`config.mk`:
```
export PLATFORM = sky130hd
export DESIGN_NAME = imm_gen_pipe
export DESIGN_NICKNAME = d
export VERILOG_FILES = /design/src/rtl/imm_gen_pipe.sv
export SDC_FILE = /design/constraint.sdc
export NUM_CORES = 1
export LEC_CHECK = 0
export BUFFER_PORTS_ARGS = -buffer_cell sky130_fd_sc_hd__buf_2
export CORE_MARGIN = 2
export CORE_UTILIZATION = 35
export DETAILED_ROUTE_END_ITERATION = 16
export PLACE_DENSITY_LB_ADDON = 0.05
export SLEW_MARGIN = 10
export SYNTH_ARGS = -nofsm -noshare
export SYNTH_HDL_FRONTEND = slang
export SYNTH_SLANG_ARGS = --single-unit
```
`constraint.sdc`:
```
create_clock -name clk -period 1.9 [get_ports clk]
set_input_delay 0.38 -clock clk [delete_from_list [all_inputs] [get_ports clk]]
set_output_delay 0.38 -clock clk [all_outputs]
set_load 0.02 [all_outputs]
```
`src/rtl/imm_gen_pipe.sv`:
```
`timescale 1ns/1ps
// Registered RISC-V immediate generator (I/S/B/U/J, optional CSR zimm via IMM_GEN_ZIMM_EN).
// One-cycle latency. A 2-entry output/skid buffer lets in_ready come straight from a flop.
module imm_gen_pipe #(
  parameter int XLEN      = 32,
  parameter int ERR_CNT_W = 8
) (
  input  logic                 clk,
  input  logic                 rst_n,
  input  logic                 in_valid,
  output logic                 in_ready,
  input  logic [31:0]          Inst,
  input  logic [2:0]           ImmSrc,
  output logic                 out_valid,
  input  logic                 out_ready,
  output logic [XLEN-1:0]      ImmExt,
  output logic                 fmt_err,
  output logic [ERR_CNT_W-1:0] err_count
);

  function automatic logic [XLEN-1:0] sext32(input logic [31:0] v);
    logic [XLEN-1:0] r;
    r       = {XLEN{v[31]}};
    r[31:0] = v;
    return r;
  endfunction

  logic [XLEN-1:0] dec_imm;
  logic            dec_err;

  // The opcode field never contributes to any immediate.
  logic unused_opcode;
  assign unused_opcode = ^Inst[6:0];

  always_comb begin
    dec_imm = '0;
    dec_err = 1'b0;
    case (ImmSrc)
      3'b000: dec_imm = sext32({{20{Inst[31]}}, Inst[31:20]});
      3'b001: dec_imm = sext32({{20{Inst[31]}}, Inst[31:25], Inst[11:7]});
      3'b010: dec_imm = sext32({{19{Inst[31]}}, Inst[31], Inst[7], Inst[30:25], Inst[11:8], 1'b0});
      3'b011: dec_imm = sext32({Inst[31:12], 12'b0});
      3'b100: dec_imm = sext32({{11{Inst[31]}}, Inst[31], Inst[19:12], Inst[20], Inst[30:21], 1'b0});
`ifdef IMM_GEN_ZIMM_EN
      3'b101: dec_imm = {{(XLEN-5){1'b0}}, Inst[19:15]};
`else
      3'b101: dec_err = 1'b1;
`endif
      default: dec_err = 1'b1;
    endcase
  end

  logic            main_vld, main_err;
  logic [XLEN-1:0] main_imm;
  logic            skid_free, skid_err;
  logic [XLEN-1:0] skid_imm;

  logic accept, drain;
  assign accept = in_valid & skid_free;
  assign drain  = main_vld & out_ready;

  // skid_free is the inverted skid valid bit, kept as its own flop so in_ready has no logic in front of it.
  always_ff @(posedge clk or negedge rst_n) begin
    if (!rst_n) begin
      main_vld  <= 1'b0;
      main_imm  <= '0;
      main_err  <= 1'b0;
      skid_free <= 1'b1;
      skid_imm  <= '0;
      skid_err  <= 1'b0;
      err_count <= '0;
    end else begin
      if (drain && !skid_free) begin
        main_imm  <= skid_imm;
        main_err  <= skid_err;
        skid_free <= 1'b1;
      end else if (accept && (!main_vld || drain)) begin
        main_vld <= 1'b1;
        main_imm <= dec_imm;
        main_err <= dec_err;
      end else if (accept) begin
        skid_free <= 1'b0;
        skid_imm  <= dec_imm;
        skid_err  <= dec_err;
      end else if (drain) begin
        main_vld <= 1'b0;
      end

      if (accept && dec_err && (err_count != {ERR_CNT_W{1'b1}}))
        err_count <= err_count + 1'b1;
    end
  end

  assign in_ready  = skid_free;
  assign out_valid = main_vld;
  assign ImmExt    = main_imm;
  assign fmt_err   = main_err;

endmodule

```
==> results.md <==
- GR Util met2: approximately 29%
- Area leader, netlist: dfrtp_1
- M3 GR Usage: under 10%
- Antenna Cells: 0
- Post-synthesis cell area: about 3400 um2
- MaxCap Viol Count: 0
- Dpl cell area: roughly 4000 um2
- Vias in the first global route: between 2000 and 3000
- Initial antenna violation count: 0
- GR peak layer: met2
- Worst Setup Start Kind: flip-flop
- Most frequent cells in the layout: dfrtp_1 (75), buf_2 (73), nand2_1 (51), o21ai_0 (50), a22oi_1 (24)
- Final period util: 91.81%
- Routed Antenna Nets: 0
- GP Congestion: 0.7428
- P_leak: 2.043 nW
- Pins Over Slew Limit: 0
- Clock slew seen by the registers of the worst setup and hold paths: 0.08 ns
- Hold Crit Class: in2reg
- Sink Count: between 70 and 80
- Fin. Hold Viols: 0
- Min Tclk post-route: 1.744 ns
- Peak supply drop: 490.5 uV
- Syn_nets: about 370
- Die ar.: just over 10000 um2
- Core outline area: approximately 9300 um2
- CTS Buf Count: 9
- Critical path endpoint category: flip-flop
- Post-CTS setup buffer count: 0
- Largest fanout on the critical path: 5
- Dpl hpwl: around 6.1 mm
- I/O pins: between 80 and 90
- Layout Area Growth over Synthesis: 24.21%
- Share of post-route cells with drive strength above 1: around 28%
- H-tree Lvls: 3
- Pre-antenna DRT Iters: 5
- Vias: 2770
- CTS tree: yes
- Root buffer cell: clkbuf_8
- Yosys reg bits: 76
- Most common cell after layout, fill and taps aside: dfrtp_1
- Syn. warnings: 0
- First-pass GRT wire length: 14.65 mm
- Via density: around 5.2
- WL/cell: between 15 and 20 um
- Cts repair resizes: 0
- Fmax: roughly 570 MHz
- Status: completed
- Final setup vio count: 0
- Final WL: 8.942 mm
- Setup TNS: 0 ns
- Global route total overflow: 0
- Initial Util: approximately 36%
- Final Skew: approximately 0.009 ns
- Mapped Cells: 326
- Library cells used by synthesis: 40
- Iteration-0 DRC count of the detailed router: approximately 140
- Arrival time at the worst endpoint: around 2.0 ns
- GR met1 Demand/Resource: between 20% and 30%
- Final instance area: 4173 um2
- Worst slew pin tran: around 0.59 ns
- RSZ-0062 raised after global routing: false
- Placement row count: 35
- Pwr/cell area: 800.0 nW/um2
- Clock Latency Late Sink: between 0.3 and 0.4 ns
- Worst EP required: between 2 and 2.5 ns
- Maximum clock path buffer count: 2
- Die Ht: ~100 um
- Drt drc: 0
- Nets: 442
- Syn avg cell area: slightly above 10 um2
- Die Wd: between 100 and 150 um
- Slew Limit Headroom: 60.85%
- Main area contributors after synthesis: dfrtp_1 (56%), o21ai_0 (7.4%), nand2_1 (5.7%)
- Register area share after synthesis: between 50% and 60%
- Synth top area share: between 50% and 60%
- # port buffers: between 70 and 80
- R2R Setup Slk: around 0.16 ns
- Filler instances: approximately 900
- Hold buffers post-CTS: 1
- Worst setup path category: reg2reg
- Largest net degree at the start of global routing: ~60
- GRT Util Overall: approximately 18%
==> where the power goes <==
part / leakage (nW) / internal [mW] / switching (mW)
Sequential: 1.06 / 1.62 / 0
Combinational: 0.858 / 0.0704 / 0.125
Clock: 0.127 / 0.944 / 0.583
==> flip-flops by register name, indices dropped and copies added, names as in the netlist <==
name       flops
err_count      8
in_ready       1
skid_imm      32
skid_err       1
fmt_err        1
out_valid      1
ImmExt        32
==> per-layer routing <==
layer / part of all wire [%] / up-vias / wire (um)
met1: 48 / 1343 / 4303
met5: 0 / - / 0
met3: 5.3 / 9 / 477
li1: - / 1340 / -
met4: 1.2 / 0 / 110
met2: 45 / 78 / 4050
==> critical path, stage by stage, from the launching register on <==
cell and delay, ns:
dfrtp_1 0.40, ha_1 0.26, nand2_1 0.09, or3_1 0.40, nand2_1 0.14, mux2_2 0.34
==> synth_stat cells <==
| cell | number |
|---|---|
| a32o_1 | 1 |
| xnor2_1 | 2 |
| buf_2 | 5 |
| mux2_1 | 1 |
| and2_1 | 1 |
| or4_1 | 1 |
| a21o_1 | 6 |
| and3_1 | 2 |
| nand2_1 | 51 |
| nand3_1 | 4 |
| ha_1 | 1 |
| a21boi_1 | 1 |
| a2bb2oi_1 | 8 |
| a221o_1 | 3 |
| o211a_1 | 1 |
| or3_1 | 1 |
| dfstp_2 | 1 |
| a31oi_4 | 1 |
| buf_4 | 3 |
| a21oi_1 | 22 |
| and3b_1 | 1 |
| o21ai_0 | 50 |
| a22oi_1 | 24 |
| dfrtp_1 | 75 |
| nand2b_1 | 2 |
| o2111a_1 | 1 |
| maj3_2 | 1 |
| inv_1 | 1 |
| o21ai_2 | 1 |
| nor2b_1 | 1 |
| a32oi_1 | 4 |
| mux2_2 | 5 |
| xor2_1 | 1 |
| a22o_1 | 8 |
| nor2_1 | 9 |
| clkbuf_1 | 15 |
| nand4_1 | 2 |
| or2_1 | 1 |
| nor3b_2 | 1 |
| o21ai_1 | 7 |
==> per-stage QoR <==
stage	setup slack [ns]	power [mW]	hold slack, ns	utilization [%]	std cells
finish	0.1557	3.338	0.2853	44.95	536
global route	0.05321	3.485	0.2790	44.95	536
detailed placement	0.1531	1.845	0.2456	42.14	519
CTS	0.1597	3.391	0.2669	44.95	536
global placement	0.1671	1.845	0.2448	42.14	519
floorplan	0.1047	1.730	0.08441	-	326
==> kinds of logic (layout without fill, tap and decap cells) <==
logic type / count (synthesis) / in the layout / synth area share (%)
buffers and inverters: 24 / 105 / 3.203
and+or+nand+nor: 77 / 77 / 10.02
xor gates and xnor gates: 3 / 3 / 0.7823
adders and majority gates: 2 / 2 / 0.7076
muxes: 6 / 6 / 2.011
AOI/OAI and AO/OA: 138 / 138 / 26.63
DFF: 76 / 76 / 56.65
==> worst paths after layout <==
check / startpoint / endpoint / cells after the start
min in group asynchronous: rst_n / ImmExt[6]$_DFFE_PN0P_ / 2
worst max-delay path: err_count[0]$_DFFE_PN0P_ / err_count[1]$_DFFE_PN0P_ / 5
max in group asynchronous: rst_n / ImmExt[16]$_DFFE_PN0P_ / 3
worst min register to register: skid_imm[15]$_DFFE_PN0P_ / skid_imm[15]$_DFFE_PN0P_ / 2
worst max register to register: err_count[0]$_DFFE_PN0P_ / err_count[1]$_DFFE_PN0P_ / 5
worst min-delay path: Inst[26] / ImmExt[6]$_DFFE_PN0P_ / 2
==> layout make-up <==
class	instances	area (um2)	area share, %
flip-flops and latches	76	1903	45.61
clock inverters	4	95.09	2.279
inverters	1	3.754	0.08996
repair buffers	88	505.5	12.11
well taps	129	161.4	3.868
multi-input cells	226	1349	32.32
clock buffers	12	155.1	3.718
Power figures use the tool's default switching activity.
